File: src/rtl/vec_src_arbiter.sv
// Purpose : batch-granular round-robin arbiter sharing one vector-stream port
//           between source 0 (reference batch) and source 1 (compare batch).
// Latency : data path is combinational pass-through while busy; one IDLE
//           bubble cycle per batch for arbitration.
// Backpressure: dn_Ready is forwarded to the owning source only; when it is
//           low, state and counters hold and data stalls at the source.
//
// Ports:
//   clk, rst                          clock, async active-high reset
//   s0_Vector/Valid/Last, s0_Ready    source 0 stream
//   s1_Vector/Valid/Last, s1_Ready    source 1 stream
//   dn_Vector/Valid/Last, dn_Ready    shared downstream stream
//   grant_Src, busy                   current owner / batch in progress
//   batch_Cnt0, batch_Cnt1            completed batches per source (wrap)
//   beat_Cnt                          beats accepted in current batch (sat)
//   overrun                           sticky: batch hit MAX_BEATS without Last
module vec_src_arbiter #(
  parameter int BUS_WIDTH = 128,
  parameter int CNT_WIDTH = 16,
  parameter int MAX_BEATS = 4096
) (
  input  logic                 clk,
  input  logic                 rst,
  input  logic [BUS_WIDTH-1:0] s0_Vector,
  input  logic                 s0_Valid,
  input  logic                 s0_Last,
  output logic                 s0_Ready,
  input  logic [BUS_WIDTH-1:0] s1_Vector,
  input  logic                 s1_Valid,
  input  logic                 s1_Last,
  output logic                 s1_Ready,
  output logic [BUS_WIDTH-1:0] dn_Vector,
  output logic                 dn_Valid,
  output logic                 dn_Last,
  input  logic                 dn_Ready,
  output logic                 grant_Src,
  output logic                 busy,
  output logic [CNT_WIDTH-1:0] batch_Cnt0,
  output logic [CNT_WIDTH-1:0] batch_Cnt1,
  output logic [CNT_WIDTH-1:0] beat_Cnt,
  output logic                 overrun
);

  typedef enum logic [1:0] {
    IDLE  = 2'd0,
    BUSY0 = 2'd1,
    BUSY1 = 2'd2
  } state_t;

  // Beat count value whose increment lands exactly on MAX_BEATS.
  localparam logic [CNT_WIDTH-1:0] MAX_M1 = CNT_WIDTH'(MAX_BEATS - 1);

  state_t               r_state;
  logic                 r_last_srv;
  logic [CNT_WIDTH-1:0] r_beat_cnt;
  logic [CNT_WIDTH-1:0] r_batch_cnt0;
  logic [CNT_WIDTH-1:0] r_batch_cnt1;
  logic                 r_overrun;

  logic w_busy;
  logic w_sel;
  logic w_src_vld;
  logic w_src_last;
  logic w_beat;

  assign w_busy     = (r_state != IDLE);
  assign w_sel      = (r_state == BUSY1);
  assign w_src_vld  = w_sel ? s1_Valid : s0_Valid;
  assign w_src_last = w_sel ? s1_Last  : s0_Last;
  assign w_beat     = w_busy && w_src_vld && dn_Ready;

  // Pass-through mux; everything is forced low in IDLE so nothing leaks
  // downstream between batches or right after reset.
  assign dn_Vector = (r_state == BUSY0) ? s0_Vector :
                     (r_state == BUSY1) ? s1_Vector : '0;
  assign dn_Valid  = w_busy && w_src_vld;
  assign dn_Last   = w_busy && w_src_last;
  assign s0_Ready  = (r_state == BUSY0) && dn_Ready;
  assign s1_Ready  = (r_state == BUSY1) && dn_Ready;

  assign busy       = w_busy;
  assign grant_Src  = w_sel;
  assign batch_Cnt0 = r_batch_cnt0;
  assign batch_Cnt1 = r_batch_cnt1;
  assign beat_Cnt   = r_beat_cnt;
  assign overrun    = r_overrun;

  always_ff @(posedge clk or posedge rst) begin
    if (rst) begin
      r_state      <= IDLE;
      r_last_srv   <= 1'b1;  // makes source 0 win the first tie
      r_beat_cnt   <= '0;
      r_batch_cnt0 <= '0;
      r_batch_cnt1 <= '0;
      r_overrun    <= 1'b0;
    end else begin
      case (r_state)
        IDLE: begin
          r_beat_cnt <= '0;
          // On a tie, grant the source that was not served last.
          if (s0_Valid && (!s1_Valid || r_last_srv)) begin
            r_state <= BUSY0;
          end else if (s1_Valid) begin
            r_state <= BUSY1;
          end
        end
        BUSY0, BUSY1: begin
          if (w_beat) begin
            if (w_src_last) begin
              r_state    <= IDLE;
              r_last_srv <= w_sel;
              r_beat_cnt <= '0;
              if (w_sel) begin
                r_batch_cnt1 <= r_batch_cnt1 + CNT_WIDTH'(1);
              end else begin
                r_batch_cnt0 <= r_batch_cnt0 + CNT_WIDTH'(1);
              end
            end else begin
              if (r_beat_cnt != '1) begin
                r_beat_cnt <= r_beat_cnt + CNT_WIDTH'(1);
              end
              // This non-last beat brings the count to MAX_BEATS.
              if (r_beat_cnt == MAX_M1) begin
                r_overrun <= 1'b1;
              end
            end
          end
        end
        default: r_state <= IDLE;
      endcase
    end
  end

endmodule

File: config.mk
export PLATFORM = sky130hd
export DESIGN_NAME = vec_src_arbiter
export DESIGN_NICKNAME = d
export VERILOG_FILES = /design/src/rtl/vec_src_arbiter.sv
export SDC_FILE = /design/constraint.sdc
export NUM_CORES = 1
export LEC_CHECK = 0
export CAP_MARGIN = 40
export CORE_AREA = 2 2 174 176
export DETAILED_ROUTE_END_ITERATION = 6
export DIE_AREA = 0 0 176 178
export GPL_ROUTABILITY_DRIVEN = 0
export PLACE_DENSITY = 0.46
export SLEW_MARGIN = 20
export SYNTH_ARGS = -nofsm -noshare
export SYNTH_HDL_FRONTEND = slang
export SYNTH_SLANG_ARGS = --single-unit
File: constraint.sdc
create_clock -name clk -period 2.22 [get_ports clk]
set_input_delay 0.333 -clock clk [delete_from_list [all_inputs] [get_ports clk]]
set_output_delay 0.333 -clock clk [all_outputs]
set_load 0.02 [all_outputs]
==> impl_metrics.prom <==
# TYPE chip_impl_metric gauge
chip_impl_metric{name="synth_xor_xnor_area_share",unit="%"} 6.54
chip_impl_metric{name="ys_seq_elements",unit=""} 52
chip_impl_metric{name="worst_ep_arrival_time",unit="ns"} 1.89
chip_impl_info{name="holdCritPathClass",value="input port to asynchronous set/reset pin"} 1
chip_impl_metric{name="setup_ws",unit="ns"} -0.00150
chip_impl_metric{name="synth_compound_gate_area_share",unit="%"} 35.2
chip_impl_metric{name="edff_count_synth",unit=""} 0
chip_impl_metric{name="worst_hold_slack",unit="ns"} 0.366
chip_impl_metric{name="effective_utilization_at_floorplan",unit="%"} 13.7
chip_impl_info{name="layout.cells.most_common",value="sky130_fd_sc_hd__clkdlybuf4s50_1"} 1
chip_impl_metric{name="cts_hold_repair.buffers",unit=""} 0
chip_impl_metric{name="detailroute.via_count",unit=""} 5760
chip_impl_info{name="topRoutingLayerUsed",value="met5"} 1
chip_impl_metric{name="design.final.nets",unit=""} 1179
chip_impl_info{name="outcome",value="finished, violations left"} 1
chip_impl_metric{name="max-vdd-ir-drop",unit="V"} 0.000501
chip_impl_metric{name="post_drt_via_cell_ratio",unit=""} 4.38
chip_impl_metric{name="antenna_found_initial",unit=""} 34
chip_impl_metric{name="timing_max_transition_violations_final",unit=""} 0
chip_impl_metric{name="setup_viol_count_final",unit=""} 2
chip_impl_metric{name="dpl_worst_slack",unit="ns"} -0.190
chip_impl_metric{name="cap_viol_max_count",unit=""} 0
chip_impl_metric{name="wire_length_per_cell",unit="µm"} 25.5
chip_impl_metric{name="post_synth_fa_ha_maj_area_fraction",unit="%"} 1.87
chip_impl_metric{name="count_of_h_tree_levels_built_during_cts",unit=""} 2
chip_impl_metric{name="postSynth.asyncResetShare",unit="%"} 100
chip_impl_metric{name="syn_area_per_cell",unit="µm²"} 9.30
chip_impl_metric{name="detail_route.wirelength",unit="µm"} 33500
chip_impl_info{name="r2r-end",value="batch_Cnt1[12]"} 1
chip_impl_metric{name="area_growth",unit="%"} 145
chip_impl_metric{name="hold_viol",unit=""} 0
chip_impl_metric{name="grt_util_all_layers",unit="%"} 19.6
chip_impl_metric{name="dpl_wire_length",unit="µm"} 27900
chip_impl_metric{name="first_global_vias",unit=""} 5570
chip_impl_metric{name="detailroute.wirelength.met3",unit="µm"} 4550
chip_impl_metric{name="drtPass1Iterations",unit=""} 4
chip_impl_metric{name="synth-warning-count",unit=""} 0
chip_impl_metric{name="die_w",unit="µm"} 176
chip_impl_metric{name="r2r_cells",unit=""} 7
chip_impl_metric{name="power_per_cell_area",unit="mW/mm²"} 964
chip_impl_metric{name="wire_length_of_the_first_global_routing_pass",unit="µm"} 43100
chip_impl_metric{name="insertion_delay",unit="ns"} 0.30
chip_impl_metric{name="fin_worst_skew",unit="ns"} 0.00490
chip_impl_info{name="synthFlopType",value="sky130_fd_sc_hd__dfrtp_1"} 1
chip_impl_metric{name="cp_max_fo",unit=""} 10
chip_impl_metric{name="die_height",unit="µm"} 178
chip_impl_info{name="clock_tree.root_cell",value="sky130_fd_sc_hd__clkbuf_16"} 1
chip_impl_metric{name="cts.reportedPaths.clkPinSlew",unit="ns"} 0.07
chip_impl_metric{name="post_synth_inst_count",unit=""} 432
chip_impl_metric{name="seq_area_frac_synth",unit="%"} 32.4
chip_impl_info{name="mostFrequentLayoutCells",value="sky130_fd_sc_hd__clkdlybuf4s50_1 (312), sky130_fd_sc_hd__a22o_1 (123), sky130_fd_sc_hd__buf_6 (91)"} 1
chip_impl_metric{name="cts_inserted_buffers",unit=""} 5
chip_impl_info{name="failed_checks",value="setup timing"} 1
chip_impl_metric{name="grt_max_degree",unit=""} 40
chip_impl_metric{name="syn_nets",unit=""} 701
chip_impl_metric{name="first_iter_violations",unit=""} 269
chip_impl_info{name="sort_of_element_at_the_end_of_the_critical_path",value="primary output"} 1
chip_impl_metric{name="core.rowCount",unit=""} 63
chip_impl_metric{name="design.portCount",unit=""} 446
chip_impl_metric{name="synth-simple-area-share",unit="%"} 17.4
chip_impl_info{name="synth_top_family_by_area",value="compound AO/OA/AOI/OAI gates"} 1
chip_impl_metric{name="cts.path.max_buffers",unit=""} 2
chip_impl_metric{name="synthMuxAreaShare",unit="%"} 1.18
chip_impl_metric{name="crit_required",unit="ns"} 1.89
chip_impl_metric{name="worst-slew-pin-transition",unit="ns"} 0.552
chip_impl_metric{name="cellLeakagePower",unit="nW"} 4.20
chip_impl_metric{name="post_route_cells_drive_above_1_share",unit="%"} 24.8
chip_impl_metric{name="post_synth_num_cell_types",unit=""} 49
chip_impl_metric{name="floorplan.die_area",unit="mm²"} 0.0313
chip_impl_metric{name="routedLengthMet1",unit="µm"} 14600
chip_impl_metric{name="peak_freq",unit="MHz"} 450
chip_impl_metric{name="layout_min_cycle_time",unit="ns"} 2.22
chip_impl_metric{name="slew_headroom",unit="%"} 62.9
chip_impl_info{name="worst_setup_path_start_kind",value="register"} 1
chip_impl_metric{name="finalCritPeriodShare",unit="%"} 100
chip_impl_metric{name="route.detailed.drc",unit=""} 0
chip_impl_metric{name="met2_length",unit="µm"} 13800
chip_impl_info{name="worstReg2RegStart",value="r_state[1]"} 1
chip_impl_metric{name="clock_sink_count",unit=""} 52
chip_impl_metric{name="num-fill-cells",unit=""} 3049
chip_impl_metric{name="overflow",unit=""} 0
chip_impl_metric{name="buffer_ports.inserted",unit=""} 445
chip_impl_info{name="setup_repair_after_global_routing_missed_its_margin",value="true"} 1
chip_impl_metric{name="detail-route-antenna-nets",unit=""} 0
chip_impl_metric{name="worst-r2r-setup-slack",unit="ns"} 0.14
chip_impl_metric{name="core",unit="mm²"} 0.0294
chip_impl_metric{name="mappedNetlistArea",unit="mm²"} 0.00402
chip_impl_info{name="critPathKind",value="register to primary output"} 1
chip_impl_info{name="clock_tree_from_tritoncts",value="built"} 1
==> worst max-delay path, stage by stage, from the launching register on <==
cell and delay [ns]:
sky130_fd_sc_hd__dfrtp_1 0.40, sky130_fd_sc_hd__buf_6 0.12, sky130_fd_sc_hd__ha_4 0.17, sky130_fd_sc_hd__nor2b_4 0.12
sky130_fd_sc_hd__buf_4 0.12, sky130_fd_sc_hd__buf_12 0.15, sky130_fd_sc_hd__clkbuf_16 0.16, sky130_fd_sc_hd__a22o_1 0.18
sky130_fd_sc_hd__buf_6 0.14
==> sequential cells by signal (all words and copies together), names as in the netlist <==
signal      flops
r_state         2
batch_Cnt1     16
beat_Cnt       16
batch_Cnt0     16
overrun         1
r_last_srv      1
==> per-stage QoR <==
step | setup TNS (ns) | util, % | cells | cell area, µm² | total power, W
5_1_grt | -3.72 | 33.4 | 1308 | 9830 | 0.00999
3_5_place_dp | -8.43 | 31.8 | 1277 | 9340 | 0.00793
2_1_floorplan | 0 | - | 432 | 4020 | 0.00427
6_report | -0.00288 | 33.5 | 1315 | 9850 | 0.00950
4_1_cts | -6.43 | 31.6 | 1295 | 9310 | 0.00849
3_3_place_gp | -8.66 | 31.8 | 1277 | 9340 | 0.00794
==> kinds of logic (layout without fill, tap and decap cells) <==
group	after synthesis	count (layout)
buf+inv	53	532
simple gates	112	112
other cells	0	14
flops	52	52
fa+ha+maj	6	6
mux	4	4
xor+xnor	30	30
compound gates	175	175
==> synthesized netlist by cell type, drive strengths merged (3+ instances only) <==
master	n	area, µm²
dfrtp	51	1280
nand2b	3	18.8
nand3	15	75.1
nand2	21	78.8
buf	11	61.3
and4	6	52.6
ha	6	75.1
mux2	3	37.5
a41oi	3	26.3
a22o	127	1110
xnor2	20	175
a21oi	7	38.8
and3	6	37.5
inv	14	52.6
nor3	12	65.1
nor2b	3	18.8
nor2	10	40.0
xor2	10	87.6
clkbuf	28	105
nand4b	3	26.3
nor4	8	68.8
nand4	14	100
a31oi	16	100
o21ai	14	70.1
==> layer usage <==
layer,vias to the layer above,global-route usage [%]
met5,-,0
met4,36,3.17
met3,56,13.2
met2,280,27.4
met1,2689,25.0
li1,2699,-
==> how the worst max path moves through the flow <==
stage | end | startpoint | slack [ns]
floorplan | dn_Vector[100] | r_state[0] | 0.04
global placement | dn_Vector[38] | r_state[0] | -0.20
detailed placement | dn_Vector[38] | r_state[0] | -0.19
CTS | dn_Vector[38] | r_state[0] | -0.17
global route | dn_Vector[100] | r_state[0] | -0.08
finish | dn_Vector[31] | r_state[0] | -0.001
==> area by class of cell <==
type | count | area [µm²] | area share (%)
timing repair buffer | 510 | 5260 | 53.4
multi-input combinational | 327 | 2570 | 26.1
sequential | 52 | 1300 | 13.2
tap | 390 | 488 | 4.95
clock buffer | 6 | 129 | 1.31
inverter | 14 | 52.6 | 0.534
antenna | 14 | 35.0 | 0.356
clock inverter | 2 | 13.8 | 0.140
==> power breakdown <==
part           internal, W  total [W]  switching [W]
Clock             0.000422   0.000804       0.000381
Combinational      0.00383    0.00760        0.00377
Sequential         0.00101    0.00109      0.0000815
Total              0.00526    0.00950        0.00424
==> repair_timing <==
| item | CTS | global route |
|---|---|---|
| pin swaps | 1 | 8 |
| buffers inserted | 9 | 1 |
| cloned | 1 | 10 |
| setup endpoints to repair | 134 | 141 |
| gates resized for setup | 509 | 219 |
No activity file was read; power rests on OpenSTA's default activity.
